--- src/rtl/fp_pkg.sv ---
// Shared types and constants for the small-float back end.
// Format parameters, raw-field layout, packed result, FSM states.
package fp_pkg;

   localparam int EXP_W = 4;
   localparam int MAN_W = 3;
   localparam int RAW_W = MAN_W + 5;
   localparam int XW    = EXP_W + 1;

   localparam logic [EXP_W-1:0] EXP_MAX = {EXP_W{1'b1}};
   localparam logic [EXP_W-1:0] BIAS =
      {1'b0, {(EXP_W-1){1'b1}}};
   localparam logic [XW-1:0] EXP_MAX_X = {1'b0, EXP_MAX};
   localparam logic [XW-1:0] EXP_ONE_X =
      {{EXP_W{1'b0}}, 1'b1};

   localparam int C_IDX = MAN_W + 4;
   localparam int H_IDX = MAN_W + 3;
   localparam int F_HI  = MAN_W + 2;
   localparam int F_LO  = 3;
   localparam int G_IDX = 2;
   localparam int R_IDX = 1;
   localparam int S_IDX = 0;

   typedef struct packed {
      logic             sign;
      logic [EXP_W-1:0] exp;
      logic [MAN_W-1:0] frac;
   } fp_t;

   typedef enum logic [1:0] {
      ST_IDLE,
      ST_NORM,
      ST_ROUND,
      ST_DONE
   } state_t;

endpackage

--- src/rtl/fp_norm_round_pack_if.sv ---
// Valid/ready bundle around fp_norm_round_pack.
// master = producer/consumer side, slave = the unit.
interface fp_norm_round_pack_if;
   import fp_pkg::*;

   logic             in_valid;
   logic             in_ready;
   logic             in_sign;
   logic [EXP_W-1:0] in_exp;
   logic [RAW_W-1:0] in_raw;
   logic             out_valid;
   logic             out_ready;
   logic             out_sign;
   logic [EXP_W-1:0] out_exp;
   logic [MAN_W-1:0] out_frac;
   logic             flag_inexact;
   logic             flag_overflow;
   logic             flag_underflow;

   modport master (
      output in_valid, in_sign, in_exp, in_raw,
      output out_ready,
      input  in_ready, out_valid,
      input  out_sign, out_exp, out_frac,
      input  flag_inexact, flag_overflow,
      input  flag_underflow
   );

   modport slave (
      input  in_valid, in_sign, in_exp, in_raw,
      input  out_ready,
      output in_ready, out_valid,
      output out_sign, out_exp, out_frac,
      output flag_inexact, flag_overflow,
      output flag_underflow
   );

endinterface

--- src/rtl/fp_round_rne.sv ---
// Round-to-nearest-even on a normalized {H,F,G,R,S}.
// Handles carry renormalize, subnormal promote, overflow.
module fp_round_rne
   import fp_pkg::*;
(
   input  logic             h,
   input  logic [MAN_W-1:0] f,
   input  logic             g,
   input  logic             r,
   input  logic             s,
   input  logic [XW-1:0]    exp_in,
   output logic [MAN_W-1:0] frac_out,
   output logic [EXP_W-1:0] exp_out,
   output logic             inexact,
   output logic             overflow
);

   logic             round_up;
   logic             carry;
   logic [MAN_W+1:0] sum;
   logic [XW-1:0]    exp_n;

   // rounding increment, renormalize and saturate
   always_comb begin
      round_up = g & (r | s | f[0]);
      sum      = {1'b0, h, f}
               + {{(MAN_W+1){1'b0}}, round_up};
      carry    = sum[MAN_W+1];
      exp_n    = exp_in;
      frac_out = sum[MAN_W-1:0];
      if (carry) begin
         exp_n    = exp_in + EXP_ONE_X;
         frac_out = '0;
      end else if (exp_in == '0 && sum[MAN_W]) begin
         exp_n = EXP_ONE_X;
      end
      overflow = (exp_n >= EXP_MAX_X);
      inexact  = g | r | s | overflow;
      exp_out  = exp_n[EXP_W-1:0];
      if (overflow) begin
         exp_out  = EXP_MAX;
         frac_out = '0;
      end
   end

endmodule

--- src/rtl/fp_norm_round_pack.sv ---
// Normalize (one shift per cycle), round RNE and pack.
// Single registered FSM; all outputs come from flops.
module fp_norm_round_pack
   import fp_pkg::*;
(
   input  logic                 clk,
   input  logic                 rst_n,
   fp_norm_round_pack_if.slave  bus
);

   state_t           state;
   logic             sign_q;
   logic [XW-1:0]    exp_q;
   logic [RAW_W-1:0] raw_q;
   fp_t              res_q;
   logic             in_ready_q;
   logic             out_valid_q;
   logic             inexact_q;
   logic             ovf_q;
   logic             unf_q;

   logic [RAW_W-1:0] raw_shr;
   logic [RAW_W-1:0] raw_shl;
   logic [MAN_W-1:0] rnd_frac;
   logic [EXP_W-1:0] rnd_exp;
   logic             rnd_inexact;
   logic             rnd_ovf;

   assign raw_shr = {1'b0, raw_q[RAW_W-1:2],
                     raw_q[R_IDX] | raw_q[S_IDX]};
   assign raw_shl = {raw_q[RAW_W-2:0], 1'b0};

   fp_round_rne u_rnd (
      .h        (raw_q[H_IDX]),
      .f        (raw_q[F_HI:F_LO]),
      .g        (raw_q[G_IDX]),
      .r        (raw_q[R_IDX]),
      .s        (raw_q[S_IDX]),
      .exp_in   (exp_q),
      .frac_out (rnd_frac),
      .exp_out  (rnd_exp),
      .inexact  (rnd_inexact),
      .overflow (rnd_ovf)
   );

   // control FSM, working registers and result registers
   always_ff @(posedge clk or negedge rst_n) begin
      if (!rst_n) begin
         state       <= ST_IDLE;
         sign_q      <= 1'b0;
         exp_q       <= '0;
         raw_q       <= '0;
         res_q       <= '0;
         in_ready_q  <= 1'b1;
         out_valid_q <= 1'b0;
         inexact_q   <= 1'b0;
         ovf_q       <= 1'b0;
         unf_q       <= 1'b0;
      end else begin
         unique case (state)
            ST_IDLE: begin
               if (bus.in_valid) begin
                  sign_q     <= bus.in_sign;
                  exp_q      <= (bus.in_exp == '0)
                              ? EXP_ONE_X
                              : {1'b0, bus.in_exp};
                  raw_q      <= bus.in_raw;
                  in_ready_q <= 1'b0;
                  state      <= ST_NORM;
               end
            end
            ST_NORM: begin
               if (raw_q[C_IDX]) begin
                  raw_q <= raw_shr;
                  exp_q <= exp_q + EXP_ONE_X;
                  state <= ST_ROUND;
               end else if (raw_q == '0) begin
                  // zero passes through ROUND as +0
                  // so it keeps the 2-cycle latency
                  sign_q <= 1'b0;
                  exp_q  <= '0;
                  state  <= ST_ROUND;
               end else if (raw_q[H_IDX]) begin
                  state <= ST_ROUND;
               end else if (exp_q == EXP_ONE_X) begin
                  exp_q <= '0;
                  state <= ST_ROUND;
               end else begin
                  raw_q <= raw_shl;
                  exp_q <= exp_q - EXP_ONE_X;
               end
            end
            ST_ROUND: begin
               res_q.sign  <= sign_q;
               res_q.exp   <= rnd_exp;
               res_q.frac  <= rnd_frac;
               inexact_q   <= rnd_inexact;
               ovf_q       <= rnd_ovf;
               unf_q       <= (rnd_exp == '0)
                            && rnd_inexact;
               out_valid_q <= 1'b1;
               state       <= ST_DONE;
            end
            ST_DONE: begin
               if (bus.out_ready) begin
                  out_valid_q <= 1'b0;
                  in_ready_q  <= 1'b1;
                  state       <= ST_IDLE;
               end
            end
         endcase
      end
   end

   assign bus.in_ready       = in_ready_q;
   assign bus.out_valid      = out_valid_q;
   assign bus.out_sign       = res_q.sign;
   assign bus.out_exp        = res_q.exp;
   assign bus.out_frac       = res_q.frac;
   assign bus.flag_inexact   = inexact_q;
   assign bus.flag_overflow  = ovf_q;
   assign bus.flag_underflow = unf_q;

endmodule
--- src/flat_wrapper.sv ---
// flat-port wrapper written by rule: the top's interface ports become plain ports
module fp_norm_round_pack_flat import fp_pkg::*;
  (clk, rst_n, bus_in_valid, bus_in_sign, bus_in_exp, bus_in_raw, bus_out_ready, bus_in_ready, bus_out_valid, bus_out_sign, bus_out_exp, bus_out_frac, bus_flag_inexact, bus_flag_overflow, bus_flag_underflow);
  fp_norm_round_pack_if bus_i ();
  input  logic clk;
  input  logic rst_n;
  input wire logic [$bits(bus_i.in_valid)-1:0] bus_in_valid;
  input wire logic [$bits(bus_i.in_sign)-1:0] bus_in_sign;
  input wire logic [$bits(bus_i.in_exp)-1:0] bus_in_exp;
  input wire logic [$bits(bus_i.in_raw)-1:0] bus_in_raw;
  input wire logic [$bits(bus_i.out_ready)-1:0] bus_out_ready;
  output wire logic [$bits(bus_i.in_ready)-1:0] bus_in_ready;
  output wire logic [$bits(bus_i.out_valid)-1:0] bus_out_valid;
  output wire logic [$bits(bus_i.out_sign)-1:0] bus_out_sign;
  output wire logic [$bits(bus_i.out_exp)-1:0] bus_out_exp;
  output wire logic [$bits(bus_i.out_frac)-1:0] bus_out_frac;
  output wire logic [$bits(bus_i.flag_inexact)-1:0] bus_flag_inexact;
  output wire logic [$bits(bus_i.flag_overflow)-1:0] bus_flag_overflow;
  output wire logic [$bits(bus_i.flag_underflow)-1:0] bus_flag_underflow;
  assign bus_i.in_valid = bus_in_valid;
  assign bus_i.in_sign = bus_in_sign;
  assign bus_i.in_exp = bus_in_exp;
  assign bus_i.in_raw = bus_in_raw;
  assign bus_i.out_ready = bus_out_ready;
  assign bus_in_ready = bus_i.in_ready;
  assign bus_out_valid = bus_i.out_valid;
  assign bus_out_sign = bus_i.out_sign;
  assign bus_out_exp = bus_i.out_exp;
  assign bus_out_frac = bus_i.out_frac;
  assign bus_flag_inexact = bus_i.flag_inexact;
  assign bus_flag_overflow = bus_i.flag_overflow;
  assign bus_flag_underflow = bus_i.flag_underflow;
  fp_norm_round_pack u_core (.clk(clk), .rst_n(rst_n), .bus(bus_i));
endmodule
--- config.mk ---
export PLATFORM = sky130hd
export DESIGN_NAME = fp_norm_round_pack_flat
export DESIGN_NICKNAME = d
export VERILOG_FILES = /design/src/rtl/fp_pkg.sv /design/src/rtl/fp_norm_round_pack_if.sv /design/src/rtl/fp_round_rne.sv /design/src/rtl/fp_norm_round_pack.sv /design/src/flat_wrapper.sv
export SDC_FILE = /design/constraint.sdc
export NUM_CORES = 1
export LEC_CHECK = 0
export ABC_AREA = 1
export ABC_CLOCK_PERIOD_IN_PS = 2200
export BUFFER_PORTS_ARGS = -buffer_cell sky130_fd_sc_hd__buf_4
export CAP_MARGIN = 5
export CORE_MARGIN = 5
export CORE_UTILIZATION = 50
export DETAILED_ROUTE_END_ITERATION = 8
export MAX_ROUTING_LAYER = met4
export PLACE_DENSITY = 0.72
export SYNTH_ARGS = -nofsm -noshare
export SYNTH_HDL_FRONTEND = slang
export SYNTH_SLANG_ARGS = --single-unit
--- constraint.sdc ---
create_clock -name clk -period 2.2 [get_ports clk]
set_input_delay 0 -clock clk [delete_from_list [all_inputs] [get_ports clk]]
set_output_delay 0 -clock clk [all_outputs]
set_load 0.01 [all_outputs]
Yosys cells after proc, flatten, opt, wreduce, memory -nomap -nowiden
Index checks and enable logic that the tools add are counted.
{"block": "totals", "ff_bits": 29, "inputBits": 17, "output_inout_bits": 13, "wordCells": 89}
{"block": "classes", "add_sub_neg": 3, "n_lt_le_gt_ge": 1, "eq_ne": 13, "muxes": 34, "bitwise": 6, "n_reduce_logical": 18}
{"operator": "5-bit 2-to-1 mux", "count": 7}
{"operator": "8-bit 2-to-1 mux", "count": 4}
{"operator": "8-bit one-hot mux with 2 select lines", "count": 1}
{"operator": "2-bit 2-to-1 mux", "count": 6}
{"operator": "3-bit AND reduction", "count": 4}
{"operator": "5-bit one-hot mux with 2 select lines", "count": 1}
{"operator": "3-bit by 2-bit inequality test with 1-bit output (second input constant)", "count": 3}
{"operator": "4-bit logical NOT", "count": 2}
{"operator": "8-bit logical NOT", "count": 1}
{"operator": "4-bit 2-to-1 mux", "count": 2}
{"operator": "2-bit one-hot mux with 4 select lines", "count": 1}
{"operator": "7-bit 2-to-1 mux", "count": 1}
{"operator": "1-bit 2-to-1 mux", "count": 6}
{"operator": "3-bit 2-to-1 mux", "count": 2}
{"operator": "2-bit inequality test (second input constant)", "count": 3}
{"operator": "1-bit one-hot mux with 2 select lines", "count": 3}
{"operator": "2-bit nonzero test", "count": 3}
{"operator": "4-bit by 1-bit adder with 5-bit output", "count": 1}
{"operator": "5-bit by 1-bit adder with 5-bit output (second input constant)", "count": 1}
{"operator": "5-bit by 1-bit == test with 1-bit output (second input constant)", "count": 1}
{"operator": "5-bit by 4-bit >= comparator with 1-bit output (second input constant)", "count": 1}
{"operator": "5-bit logical NOT", "count": 1}
{"operator": "5-bit by 1-bit inequality test with 1-bit output (second input constant)", "count": 1}
{"operator": "1-bit OR", "count": 5}
{"operator": "other kinds (11)", "count": 14}

Longest topological paths before layout
Gate-level depths: netlist of the first run.
{"block": "logic_depth", "ltp_word": 11, "mapped_depth": 15, "depth_no_buf": 15}

Cells and area by module
Synthesis of the first run repeated with hierarchy kept, for this count alone.
{"block": "hier_totals", "hier_cells": 279, "hier_area_um2": 2152.1}
{"mod": "fp_norm_round_pack", "n_inst": 1, "cells_per_inst": 218, "area_per_inst_um2": 1757.9, "seq_area_each_um2": 726.9}
{"mod": "fp_round_rne", "n_inst": 1, "cells_per_inst": 61, "area_per_inst_um2": 394.1, "seq_area_each_um2": 0.0}

Worst setup path after synthesis of the first run
Ideal clock, no wire load.
{"block": "synth_path", "path_type": "flip-flop to flip-flop", "from": "reg u_core.raw_q[2]", "to": "reg u_core.res_q (netlist bit u_core.bus.out_frac[2])", "setup_ns": 0.116, "arrival_ns": 1.536, "required_ns": 2.084, "setup_slack_ns": 0.548, "path_stages_with_launch": 15, "path_buffers": 0, "period_less_slack_ns": 1.652, "cell_sequence": "dfrtp_1 > nand2_1 > inv_1 > ha_1 > nand2_2 > nor2_8 > inv_4 > nand2_1 > inv_1 > a21oi_2 > nand3_2 > nand2_2 > nor2_4 > nand2_1 > nand2_1"}
{"block": "synth_between", "elab_chain_cells": 7}
{"element": "start, declared", "line_no": "fp_norm_round_pack.sv:14", "rtl": "logic [RAW_W-1:0] raw_q;"}
{"element": "start signal, assigned", "line_no": "fp_norm_round_pack.sv:67", "rtl": "raw_q <= bus.in_raw;"}
{"element": "start signal, assigned", "line_no": "fp_norm_round_pack.sv:74", "rtl": "raw_q <= raw_shr;"}
{"element": "start signal, assigned", "line_no": "fp_norm_round_pack.sv:89", "rtl": "raw_q <= raw_shl;"}
{"element": "1-bit bitwise AND *", "line_no": "fp_round_rne.sv:25", "rtl": "round_up = g & (r | s | f[0]);"}
{"element": "4-bit by 1-bit adder with 5-bit output *", "line_no": "fp_round_rne.sv:27", "rtl": "+ {{(MAN_W+1){1'b0}}, round_up};"}
{"element": "1-bit logical AND", "line_no": "fp_round_rne.sv:34", "rtl": "end else if (exp_in == '0 && sum[MAN_W]) begin"}
{"element": "5-bit 2-to-1 mux", "line_no": "fp_round_rne.sv:34"}
{"element": "5-bit 2-to-1 mux", "line_no": "fp_round_rne.sv:31", "rtl": "if (carry) begin"}
{"element": "5-bit by 4-bit >= comparator with 1-bit output", "line_no": "fp_round_rne.sv:37", "rtl": "overflow = (exp_n >= EXP_MAX_X);"}
{"element": "3-bit 2-to-1 mux *", "line_no": "fp_round_rne.sv:40", "rtl": "if (overflow) begin"}
{"element": "end, declared", "line_no": "fp_norm_round_pack.sv:15", "rtl": "fp_t res_q;"}
Every way passes the cells marked *; elsewhere a longest branch is shown, timed or not.
A chain may end at the register's enable or synchronous reset.

Worst setup path in the final report of the first run
{"block": "layout_path", "from": "reg u_core.state[0]", "to": "reg u_core.raw_q[2]"}
{"block": "layout_between", "elab_chain_cells": 3}
{"element": "start, declared", "line_no": "fp_norm_round_pack.sv:11", "rtl": "state_t state;"}
{"element": "start signal, assigned", "line_no": "fp_norm_round_pack.sv:49", "rtl": "state <= ST_IDLE;"}
{"element": "start signal, assigned", "line_no": "fp_norm_round_pack.sv:69", "rtl": "state <= ST_NORM;"}
{"element": "start signal, assigned", "line_no": "fp_norm_round_pack.sv:76", "rtl": "state <= ST_ROUND;"}
{"element": "2-bit by 1-bit == test with 1-bit output / 2-bit logical NOT (equally long branches)", "line_no": "fp_norm_round_pack.sv:60", "rtl": "unique case (state)"}
{"element": "3-bit by 2-bit inequality test with 1-bit output (no source line) (tied with other cells)"}
{"element": "5-bit AND reduction (no source line)"}
Parallel ways exist; a longest one is shown, timed or not.

==> results of run 1 <==
==> power by group through the flow <==
stage               combinational [mW]  sequential [mW]  clock [mW]
finish                            1.86             1.04       0.543
global route                      2.13             1.08       0.566
CTS                               1.87             1.04       0.546
detailed placement                1.85             1.05           0
global placement                  1.83             1.04           0
floorplan                         1.32             1.03           0
==> Yosys cell counts (3+ instances only) <==
| cell | number |
|---|---|
| sky130_fd_sc_hd__ha_1 | 9 |
| sky130_fd_sc_hd__clkbuf_1 | 4 |
| sky130_fd_sc_hd__dfrtp_1 | 28 |
| sky130_fd_sc_hd__nor2_1 | 18 |
| sky130_fd_sc_hd__o221ai_1 | 5 |
| sky130_fd_sc_hd__o21ai_0 | 18 |
| sky130_fd_sc_hd__a21oi_1 | 9 |
| sky130_fd_sc_hd__nor3_1 | 3 |
| sky130_fd_sc_hd__o22ai_1 | 4 |
| sky130_fd_sc_hd__inv_1 | 28 |
| sky130_fd_sc_hd__o21ai_1 | 8 |
| sky130_fd_sc_hd__xor2_1 | 4 |
| sky130_fd_sc_hd__nand2_1 | 75 |
| sky130_fd_sc_hd__nand3_1 | 14 |
==> cell type report <==
cell class | count | area share, %
clock buffers | 6 | 3.16
repair buffers | 36 | 12.2
clock inverters | 2 | 1.53
multi-input cells | 186 | 43.8
flip-flops and latches | 29 | 31.7
inverters | 30 | 5.02
well taps | 48 | 2.62
==> through the flow <==
step / hold WS [ns] / setup WS (ns) / std cells / instance area (sq um) / power, mW
after floorplan: -0.296 / 0.548 / 251 / 1870 / 2.35
after global placement: -0.0587 / 0.395 / 325 / 2150 / 2.86
after detailed placement: -0.0516 / 0.277 / 325 / 2150 / 2.91
after CTS: 0.0344 / 0.267 / 337 / 2290 / 3.46
after global routing: 0.0599 / 0.0728 / 337 / 2290 / 3.78
final: 0.0291 / 0.238 / 337 / 2290 / 3.45
==> layout by cell type (no fill, tap or decap), drive strengths merged <==
| master | synthesis | layout |
|---|---|---|
| dlygate4sd3 | 0 | 4 |
| inv | 30 | 30 |
| nor3 | 3 | 3 |
| buf | 2 | 32 |
| o21ai | 27 | 27 |
| a21oi | 11 | 11 |
| nand2 | 77 | 77 |
| bufinv | 0 | 1 |
| nand4 | 3 | 3 |
| a22oi | 1 | 1 |
| o221ai | 5 | 5 |
| a21o | 1 | 1 |
| nor2 | 22 | 22 |
| a211oi | 1 | 1 |
| o22ai | 4 | 4 |
| xor2 | 4 | 4 |
| nand3 | 16 | 16 |
| ha | 9 | 9 |
| a21boi | 1 | 1 |
| dfrtp | 28 | 28 |
| clkbuf | 4 | 6 |
| clkinv | 0 | 1 |
| dfstp | 1 | 1 |
| xnor2 | 1 | 1 |
==> cells by family (layout without fill, tap and decap cells) <==
logic type	after synthesis	after routing	share of synthesized area [%]
compound gates	51	51	16.4
xor+xnor	5	5	2.34
fa+ha+maj	9	9	6.01
buf+inv	36	74	7.61
flops	29	29	38.8
simple gates	121	121	28.8
==> per-layer routing <==
| layer | global-route usage (%) | part of all wire, % |
|---|---|---|
| met1 | 23.2 | 45 |
| met2 | 28.8 | 46 |
| met3 | 3.51 | 7.4 |
| met4 | 6.26 | 1.5 |
| met5 | - | 0 |
==> critical path, cell delays in order (launching register included) <==
cell and delay (ns):
sky130_fd_sc_hd__dfrtp_1 0.37, sky130_fd_sc_hd__inv_1 0.09, sky130_fd_sc_hd__ha_1 0.24, sky130_fd_sc_hd__o21ai_1 0.38, sky130_fd_sc_hd__nand2_1 0.19, sky130_fd_sc_hd__a21oi_2 0.40, sky130_fd_sc_hd__o21ai_0 0.15
==> final timing paths <==
kind                                        from               endpoint  slack, ns  cells past startpoint
max                              u_core.state[0]        u_core.raw_q[2]       0.24                      6
min                                bus_in_raw[0]        u_core.raw_q[0]       0.03                      5
max reg2reg                      u_core.state[0]        u_core.raw_q[2]       0.24                      6
min reg2reg                u_core.bus.out_exp[1]  u_core.bus.out_exp[1]       0.48                      2
max in group asynchronous                  rst_n    u_core.bus.in_ready       1.70                      2
min in group asynchronous                  rst_n        u_core.raw_q[1]       0.17                      2
==> state kept, by name, summed over array words and instances (netlist names) <==
| register | count |
|---|---|
| u_core.bus.out_exp | 4 |
| u_core.bus.out_sign | 1 |
| u_core.bus.out_valid | 1 |
| u_core.bus.flag_inexact | 1 |
| u_core.raw_q | 8 |
| u_core.bus.out_frac | 3 |
| u_core.exp_q | 5 |
| u_core.state | 2 |
| u_core.bus.flag_overflow | 1 |
| u_core.bus.in_ready | 1 |
| u_core.sign_q | 1 |
| u_core.bus.flag_underflow | 1 |
==> repair_timing <==
| action | 4_1_cts | 5_1_grt |
|---|---|---|
| hold buffers | 4 | 0 |
| buffers inserted | 0 | 0 |
| hold endpoints to repair | 32 | 0 |
==> out/qor.yml, run 1 <==
status:
  status: "complete, no violations"
critical_path:
  critical_path.startpoint_type: "flip-flop"
  critPathKind: "reg -> reg"
  critical_path.endpoint_type: "flip-flop"
  worstPathRequired_ns: 2.35
  cp_max_fo: 12
  crit_arrival_ns: 2.11
yosys:
  ys_seq_area_share_pct: 38.8
  post-synth-top-area-cell: "sky130_fd_sc_hd__dfrtp_1"
  synth_warnings: 0
  post_synth_instance_area_sq_mm: 0.00187
  synth_seq_cells: 29
  number_of_flops_mapped_to_enable_cells_by_yosys: 0
  async_reset_ff_share_pct: 100
  yosys.cell_types.count: 33
  synth_top_area_share_pct: 37.4
  syn-mean-instance-area_sq_um: 7.47
  syn-num-nets: 277
  synth-main-ff-cell: "sky130_fd_sc_hd__dfrtp_1"
  cell_count_after_synthesis: 251
  synth.area.top_cells: "sky130_fd_sc_hd__dfrtp_1 37%, sky130_fd_sc_hd__nand2_1 15%, sky130_fd_sc_hd__ha_1 6.0%"
sta:
  share_of_the_clock_period_used_by_the_worst_path_after_layout_pct: 89.2
  rsz_0062_raised_after_global_routing: "no"
  tns_ns: 0
  hold_violations: 0
  timing_max_transition_violations_final: 0
  achievable-frequency_ghz: 0.510
  max_slew.worst_pin.slew_ns: 0.473
  finalSetupViolCount: 0
  timing.clock.skew_ns: 0.00842
  relSlewSlack_pct: 68.5
  period_minus_slack_ns: 1.96
pwr:
  power_switching_share_pct: 46.2
  combinationalPowerShare_pct: 54.0
  power.density_cell_area_mw_per_mm2: 1500
  worst_ir_drop_vdd_mv: 0.872
  seq_power_share_pct: 30.3
  power_switching_mw: 1.59
  leakage_nw: 1.19
  power_frac_clock_pct: 15.7
  intPower_mw: 1.86
die:
  io_pins: 30
  floorplan.rows: 22
  fp.dieArea_sq_mm: 0.00507
  floorplan.initialDensity_pct: 51.6
  die_x_microns: 71.2
  core_area_sq_mm: 0.00363
  die_h_microns: 71.2
final_layout:
  finish.net_count: 314
  final_core_util_pct: 63.2
  drive_gt1_share_pct: 18.7
  final-seq-area_sq_um: 727
  area_delta_synth_final_pct: 22.4
  num-fill-cells: 352
  antenna_cells: 0
  area_taken_by_multi_input_logic_gates_sq_mm: 0.00100
global_routing:
  gr-total-overflow: 0
  track_usage_pct: 18.1
  grt_start_max_net_pins: 30
  grt_pass1_wl_microns: 7170
  antenna_found_initial: 0
  first_global_vias: 1644
routing:
  post-route-drc-count: 0
  drt_first_pass_iters: 4
  route.vias.total: 1760
  route.final.wire_length_microns: 4240
  detail-route-antenna-nets: 0
  drt-vias-per-instance: 5.22
  drt_iter0_markers: 94
  route.detailed.wl_per_inst_microns: 12.6
placed_design:
  place_hpwl_microns: 3210
  routability_congestion_estimate: 0.847
  place.port_buffers: 29
clocking:
  postCtsResizedCells: 0
  max-clock-path-buffers: 2
  cts_inserted_buffers: 5
  clock_network_latency_to_the_later_pin_of_the_worst_skew_pair_ns: 0.28
  clk_transition_reported_paths_ns: 0.07
  cts_tree: "done"
  clock_root_buffer: "sky130_fd_sc_hd__clkbuf_8"
  cts_htree_levels: 2
  tritoncts_num_sinks: 29
run:
  maxCapViolCount: 0
worst_hold_path:
  hold_path.class: "in -> reg"
(Power assumes the default switching activity.)
==> inputs of run 2 (changes only) <==
--- a/config.mk
+++ b/config.mk
@@ -6,14 +6,14 @@
 export NUM_CORES = 1
 export LEC_CHECK = 0
 export ABC_AREA = 1
-export ABC_CLOCK_PERIOD_IN_PS = 2200
+export ABC_CLOCK_PERIOD_IN_PS = 2400
 export BUFFER_PORTS_ARGS = -buffer_cell sky130_fd_sc_hd__buf_4
 export CAP_MARGIN = 5
 export CORE_MARGIN = 5
-export CORE_UTILIZATION = 50
+export CORE_UTILIZATION = 45
 export DETAILED_ROUTE_END_ITERATION = 8
 export MAX_ROUTING_LAYER = met4
-export PLACE_DENSITY = 0.72
+export PLACE_DENSITY = 0.66
 export SYNTH_ARGS = -nofsm -noshare
 export SYNTH_HDL_FRONTEND = slang
 export SYNTH_SLANG_ARGS = --single-unit
==> constraint.sdc (replaced) <==
create_clock -name clk -period 2.4 [get_ports clk]
set_input_delay 0 -clock clk [delete_from_list [all_inputs] [get_ports clk]]
set_output_delay 0 -clock clk [all_outputs]
set_load 0.01 [all_outputs]
==> run 2 against run 1 <==
  * Flip-flop and latch count is the same
  * Sequential share of layout area grew 0.42 points
  * Critical endpoint is now u_core.raw_q[3]
  * Critical path type unchanged
  * Final cell count grew 0.30%
  * Combinational power shrank 9%
  * Worst hold slack gained 0.010 ns
==> out/qor.yml, run 2 (synthesis results as in run 1) <==
status:
  status: "complete, no violations"
routing:
  wirelength_met1_microns: 1890
  drt-vias-per-instance: 5.06
  post-route-drc-count: 0
  met2WireLength_microns: 1880
  route.final.wire_length_microns: 4140
  route.detailed.wl_per_inst_microns: 12.2
  met3_wirelength_microns: 313
  topRoutingLayerUsed: "met4"
  drt_iter0_markers: 57
  drt_first_pass_iters: 4
  route.vias.total: 1711
  detail-route-antenna-nets: 0
final_layout:
  area_delta_synth_final_pct: 20.8
  layout.cells.most_common_list: "75 x sky130_fd_sc_hd__nand2_1, 31 x sky130_fd_sc_hd__buf_4, 28 x sky130_fd_sc_hd__inv_1, 28 x sky130_fd_sc_hd__dfrtp_1"
  layout.cells.most_common: "sky130_fd_sc_hd__nand2_1"
  largest_register_ffs: 8
  finish.net_count: 313
  post_route_cell_area_sq_mm: 0.00226
  antenna_cells: 0
  drive_gt1_share_pct: 18.4
  regMostFlops: "u_core.raw_q"
pwr:
  power.density_cell_area_mw_per_mm2: 1340
  leakage_nw: 1.18
  worst_ir_drop_vdd_mv: 0.582
clocking:
  cts_tree: "done"
  max-clock-path-buffers: 2
  cts_htree_levels: 2
  cts_inserted_buffers: 5
  postCtsResizedCells: 0
  clock_network_latency_to_the_later_pin_of_the_worst_skew_pair_ns: 0.28
  clock_root_buffer: "sky130_fd_sc_hd__clkbuf_8"
  tritoncts_num_sinks: 29
  clk_transition_reported_paths_ns: 0.06
global_routing:
  antenna_found_initial: 0
  track_usage_pct: 17.8
  first_global_vias: 1601
  grt_pass1_wl_microns: 7340
  grt_start_max_net_pins: 30
  gr-total-overflow: 0
sta:
  timing.clock.skew_ns: 0.00869
  relSlewSlack_pct: 68.5
  share_of_the_clock_period_used_by_the_worst_path_after_layout_pct: 80.7
  tns_ns: 0
  finalSetupViolCount: 0
  max_slew.worst_pin.slew_ns: 0.472
  timing_max_transition_violations_final: 0
  period_minus_slack_ns: 1.94
  achievable-frequency_ghz: 0.517
  rsz_0062_raised_after_global_routing: "no"
  hold_violations: 0
critical_path:
  critical_path.endpoint_type: "flip-flop"
  critical_path.startpoint_type: "flip-flop"
  crit_top_cell: "sky130_fd_sc_hd__inv_1"
  worstPathRequired_ns: 2.55
  cell_by_cell_trace_of_the_critical_path: "inv_1 > ha_1 > inv_1 > o21ai_1 > nand2_1 > a21oi_2 > o21ai_0"
  crit_arrival_ns: 2.08
  critPathKind: "reg -> reg"
  largest_stage_delay_worst_path_ns: 0.40
  cp_max_fo: 12
  worst_path_max_delay_cell: "sky130_fd_sc_hd__a21oi_2"
placed_design:
  place_hpwl_microns: 3190
  routability_congestion_estimate: 0.820
  place.port_buffers: 29
  dpl_cell_area_sq_mm: 0.00214
die:
  core_area_sq_mm: 0.00403
  floorplan.rows: 23
  die_h_microns: 74.5
  floorplan.initialDensity_pct: 46.5
  io_pins: 30
  die_x_microns: 74.5
  fp.dieArea_sq_mm: 0.00556
worst_hold_path:
  hold_path.class: "in -> reg"
run:
  maxCapViolCount: 0
==> run 2: area by class of cell <==
| type | instances | area [sq um] |
|---|---|---|
| Timing Repair Buffer | 35 | 273 |
| Clock inverter | 2 | 10.0 |
| Fill cell | 404 | 1760 |
| Sequential cell | 29 | 727 |
| Clock buffer | 6 | 72.6 |
| Inverter | 30 | 115 |
| Multi-Input combinational cell | 186 | 1000 |
| Tap cell | 50 | 62.6 |
==> run 2: worst paths after layout <==
kind	from	end	slack, ns	cells after the start
min reg2reg	u_core.bus.out_exp[2]	u_core.bus.out_exp[2]	0.48	2
max	u_core.state[1]	u_core.raw_q[3]	0.46	7
max reg2reg	u_core.state[1]	u_core.raw_q[3]	0.46	7
min in group asynchronous	rst_n	u_core.exp_q[3]	0.18	2
min	bus_in_raw[0]	u_core.raw_q[0]	0.04	5
max in group asynchronous	rst_n	u_core.bus.in_ready	1.91	2
==> run 2: metal layers <==
metal	global-route usage, %	up-vias
li1	-	898
met1	23.3	762
met2	27.0	45
met3	4.86	6
met4	4.74	0
met5	-	-
==> run 2: timing repair <==
item                      4_1_cts  5_1_grt
hold endpoints to repair       32        0
hold buffers                    4        0
setup buffers                   0        0
==> run 2: metrics by stage <==
stage          util, %  setup slack (ns)  total power, mW  hold slack (ns)  instances
5_1_grt           56.2             0.201             3.37           0.0440        338
3_5_place_dp      53.2             0.482             2.65          -0.0530        326
6_report          56.2             0.464             3.02           0.0394        338
2_1_floorplan        -             0.748             2.16           -0.296        251
3_3_place_gp      53.2             0.564             2.62          -0.0538        326
4_1_cts           56.2             0.468             3.06           0.0404        338
==> run 2: report_power, final <==
part	switching [mW]	internal (mW)	leakage (nW)	total (mW)
sequential	0.217	0.735	0.357	0.952
combinational	1.03	0.652	0.775	1.69
clock	0.186	0.200	0.0450	0.386
==> run 2: worst max-delay path, delay by kind of cell (launching register included) <==
kind / cells / cell delay (ns)
buf+inv: 2 / 0.17
simple gates: 1 / 0.17
flops: 1 / 0.39
fa+ha+maj: 1 / 0.17
compound gates: 3 / 0.91
==> inputs of run 3 (changes only) <==
--- a/config.mk
+++ b/config.mk
@@ -5,15 +5,15 @@
 export SDC_FILE = /design/constraint.sdc
 export NUM_CORES = 1
 export LEC_CHECK = 0
-export ABC_AREA = 1
-export ABC_CLOCK_PERIOD_IN_PS = 2400
+export ABC_AREA = 0
+export ABC_CLOCK_PERIOD_IN_PS = 1700
 export BUFFER_PORTS_ARGS = -buffer_cell sky130_fd_sc_hd__buf_4
 export CAP_MARGIN = 5
 export CORE_MARGIN = 5
 export CORE_UTILIZATION = 45
 export DETAILED_ROUTE_END_ITERATION = 8
 export MAX_ROUTING_LAYER = met4
-export PLACE_DENSITY = 0.66
+export PLACE_DENSITY = 0.68
 export SYNTH_ARGS = -nofsm -noshare
 export SYNTH_HDL_FRONTEND = slang
 export SYNTH_SLANG_ARGS = --single-unit
==> constraint.sdc (replaced) <==
create_clock -name clk -period 1.7 [get_ports clk]
set_input_delay 0 -clock clk [delete_from_list [all_inputs] [get_ports clk]]
set_output_delay 0 -clock clk [all_outputs]
set_load 0.01 [all_outputs]
==> run 3 against run 2 <==
  * Global-route usage is 2.2 points higher
  * The run now ends with negative setup slack left
  * Final cell count is 8.0% higher
  * Combinational power grew to 2.6 times the previous value
==> out/qor.yml, run 3 <==
yosys:
  post_synth_instance_area_sq_mm: 0.00197
  post-synth-top-area-cell: "sky130_fd_sc_hd__dfrtp_1"
  cell_count_after_synthesis: 216
  yosys.cell_count.top_type: "sky130_fd_sc_hd__dfrtp_1"
  dominant_combinational_cell_family_by_area_after_synthesis: "compound AO/OA/AOI/OAI gates"
  synth.area.top_cells: "sky130_fd_sc_hd__dfrtp_1 36%, sky130_fd_sc_hd__ha_1 5.7%, sky130_fd_sc_hd__a21oi_1 4.6%"
  yosys.cell_types.count: 54
  syn-num-nets: 242
  ys_seq_area_share_pct: 36.9
  synth_top_area_share_pct: 35.6
  synth_compound_area_share_pct: 23.1
  ys_top_cells_by_count: "28 x sky130_fd_sc_hd__dfrtp_1, 20 x sky130_fd_sc_hd__nor2_1, 18 x sky130_fd_sc_hd__a21oi_1"
  synth-xor-area-share_pct: 3.11
  synth_seq_cells: 29
  async_reset_ff_share_pct: 100
  syn-mean-instance-area_sq_um: 9.12
  synth_warnings: 0
  synth_simple_gate_area_share_pct: 18.2
  number_of_flops_mapped_to_enable_cells_by_yosys: 0
  post_synth_fa_ha_maj_area_fraction_pct: 5.72
  synth-main-ff-cell: "sky130_fd_sc_hd__dfrtp_1"
  synth.area.mux_share_pct: 6.54
routing:
  detail-route-antenna-nets: 0
  drt_iter0_markers: 98
  route.vias.total: 2007
  drt_first_pass_iters: 4
  route.final.wire_length_microns: 5460
  route.detailed.wl_per_inst_microns: 15.0
  drt-vias-per-instance: 5.50
  post-route-drc-count: 0
final_layout:
  layout.cells.most_common: "sky130_fd_sc_hd__buf_4"
  finish.net_count: 338
  regMostFlops: "u_core.raw_q"
  area_delta_synth_final_pct: 60.0
  largest_register_ffs: 8
  final_core_util_pct: 73.4
  num-fill-cells: 305
  antenna_cells: 0
  area_taken_by_multi_input_logic_gates_sq_mm: 0.00139
  layout.cells.most_common_list: "98 x sky130_fd_sc_hd__buf_4, 25 x sky130_fd_sc_hd__dfrtp_1, 18 x sky130_fd_sc_hd__nor2_1"
  drive_gt1_share_pct: 52.1
  final-seq-area_sq_um: 731
clocking:
  max-clock-path-buffers: 2
  cts_htree_levels: 2
  clock_network_latency_to_the_later_pin_of_the_worst_skew_pair_ns: 0.29
  tritoncts_num_sinks: 29
  cts_inserted_buffers: 5
  clock_root_buffer: "sky130_fd_sc_hd__clkbuf_8"
  clk_transition_reported_paths_ns: 0.07
  cts_tree: "done"
global_routing:
  track_usage_pct: 19.9
  grt_start_max_net_pins: 30
  grt_pass1_wl_microns: 9430
  gr-total-overflow: 0
  antenna_found_initial: 0
  first_global_vias: 2032
die:
  core_area_sq_mm: 0.00429
  die_h_microns: 76.2
  io_pins: 30
  fp.dieArea_sq_mm: 0.00580
  die_x_microns: 76.2
  floorplan.initialDensity_pct: 45.9
  floorplan.rows: 24
sta:
  timing_max_transition_violations_final: 0
  timing.clock.skew_ns: 0.00841
  achievable-frequency_ghz: 0.542
  max_slew.worst_pin.slew_ns: 0.394
  rsz_0062_raised_after_global_routing: "yes"
  relSlewSlack_pct: 73.5
  hold_violations: 0
  finalWorstSetupSlack_ns: -0.144
  share_of_the_clock_period_used_by_the_worst_path_after_layout_pct: 108
  period_minus_slack_ns: 1.84
  finalSetupViolCount: 13
critical_path:
  cp_max_fo: 5
  critical-path-top-delay-family: "flip-flops"
  crit_arrival_ns: 2.05
  worst_path_max_delay_cell: "sky130_fd_sc_hd__dfrtp_1"
  timing.critical_path.buf_inv: 3
  regToRegSetupSlack_ns: -0.14
  rr_startpoint: "u_core.exp_q[1]"
  critical_path.endpoint_type: "flip-flop"
  worstPathRequired_ns: 1.91
  reg2reg_depth: 9
  critPathKind: "reg -> reg"
  largest_stage_delay_worst_path_ns: 0.43
  r2r_end: "u_core.state[0]"
  cell_by_cell_trace_of_the_critical_path: "inv_2 > ha_4 > nor4b_4 > nor2_4 > buf_4 > buf_4 > a31oi_4 > o21ai_1 > o21ai_1"
  critical_path.startpoint_type: "flip-flop"
placed_design:
  place.port_buffers: 29
  place_hpwl_microns: 3810
  routability_congestion_estimate: 0.828
pwr:
  power.density_cell_area_mw_per_mm2: 2140
  leakage_nw: 1.43
  design_power_total_mw: 6.75
  worst_ir_drop_vdd_mv: 1.39
worst_hold_path:
  whs_path_depth: 3
  min-delay-start: "bus_in_exp[1]"
  worstHoldEndpoint: "u_core.exp_q[1]"
  hold_path.class: "in -> reg"
status:
  failing_checks: "negative setup slack"
  status: "finished, violations left"
run:
  maxCapViolCount: 0
==> run 3: through the flow <==
| stage | cells | worst slack [ns] | hold slack (ns) | setup TNS (ns) | area, sq um |
|---|---|---|---|---|---|
| floorplan | 216 | -0.0568 | -0.296 | -0.332 | 2080 |
| global placement | 336 | -0.116 | -0.0494 | -0.620 | 2670 |
| detailed placement | 336 | -0.153 | -0.0469 | -1.17 | 2670 |
| CTS | 362 | -0.0766 | 0.00246 | -0.341 | 3010 |
| global route | 365 | -0.218 | 0.0131 | -2.09 | 3150 |
| finish | 365 | -0.144 | 0.00491 | -0.827 | 3150 |
==> run 3: metal layers <==
layer | vias up | GRT usage (%) | wire [microns] | share of wire (%)
met3 | 10 | 4.37 | 250 | 4.6
met4 | 0 | 5.07 | 73 | 1.3
met5 | - | - | 0 | 0
met1 | 966 | 24.5 | 2330 | 43
li1 | 980 | - | - | -
met2 | 51 | 33.1 | 2810 | 51
==> run 3: area by class of cell <==
type                            instances  share of cell area, %
Clock buffer                            5                   2.18
Clock inverter                          3                   2.07
Tap cell                               52                   2.07
Multi-Input combinational cell        162                   44.2
Sequential cell                        29                   23.2
Inverter                               11                   1.31
Timing Repair Buffer                  103                   24.9
==> run 3: worst reg2reg max path, stage by stage, from the launching register on <==
cell and delay, ns:
sky130_fd_sc_hd__dfrtp_1 0.43, sky130_fd_sc_hd__inv_2 0.12, sky130_fd_sc_hd__ha_4 0.15, sky130_fd_sc_hd__nor4b_4 0.30
sky130_fd_sc_hd__nor2_4 0.09, sky130_fd_sc_hd__buf_4 0.15, sky130_fd_sc_hd__buf_4 0.13, sky130_fd_sc_hd__a31oi_4 0.17
sky130_fd_sc_hd__o21ai_1 0.12, sky130_fd_sc_hd__o21ai_1 0.11
==> run 3: how the worst max path moves through the flow <==
stage	startpoint	endpoint	slack (ns)	cells after the start
final	u_core.exp_q[1]	u_core.state[0]	-0.14	9
after global routing	u_core.exp_q[1]	u_core.state[0]	-0.22	9
after CTS	u_core.exp_q[1]	u_core.raw_q[5]	-0.08	8
after detailed placement	u_core.exp_q[1]	u_core.state[0]	-0.15	8
after global placement	u_core.exp_q[1]	u_core.state[0]	-0.12	8
after floorplan	u_core.raw_q[3]	u_core.bus.flag_underflow	-0.06	8
==> run 3: repair_timing <==
action,4_1_cts,5_1_grt
setup buffers,13,3
pin swaps,9,11
setup endpoints to repair,15,24
gates resized for setup,9,29
hold buffers,5,0
hold endpoints to repair,34,0
==> run 3: kinds of logic after synthesis <==
group,Yosys count
AO/OA/AOI/OAI,64
adder cells (fa/ha/maj),9
XOR/XNOR,7
flip-flops,29
buffers and inverters,25
AND/OR/NAND/NOR,70
multiplexers,12
==> run 3: report_power, final <==
part	leakage [nW]	switching (mW)	internal, mW
logic	1.02	2.05	2.41
clock network	0.0681	0.288	0.582
registers	0.338	0.363	1.05
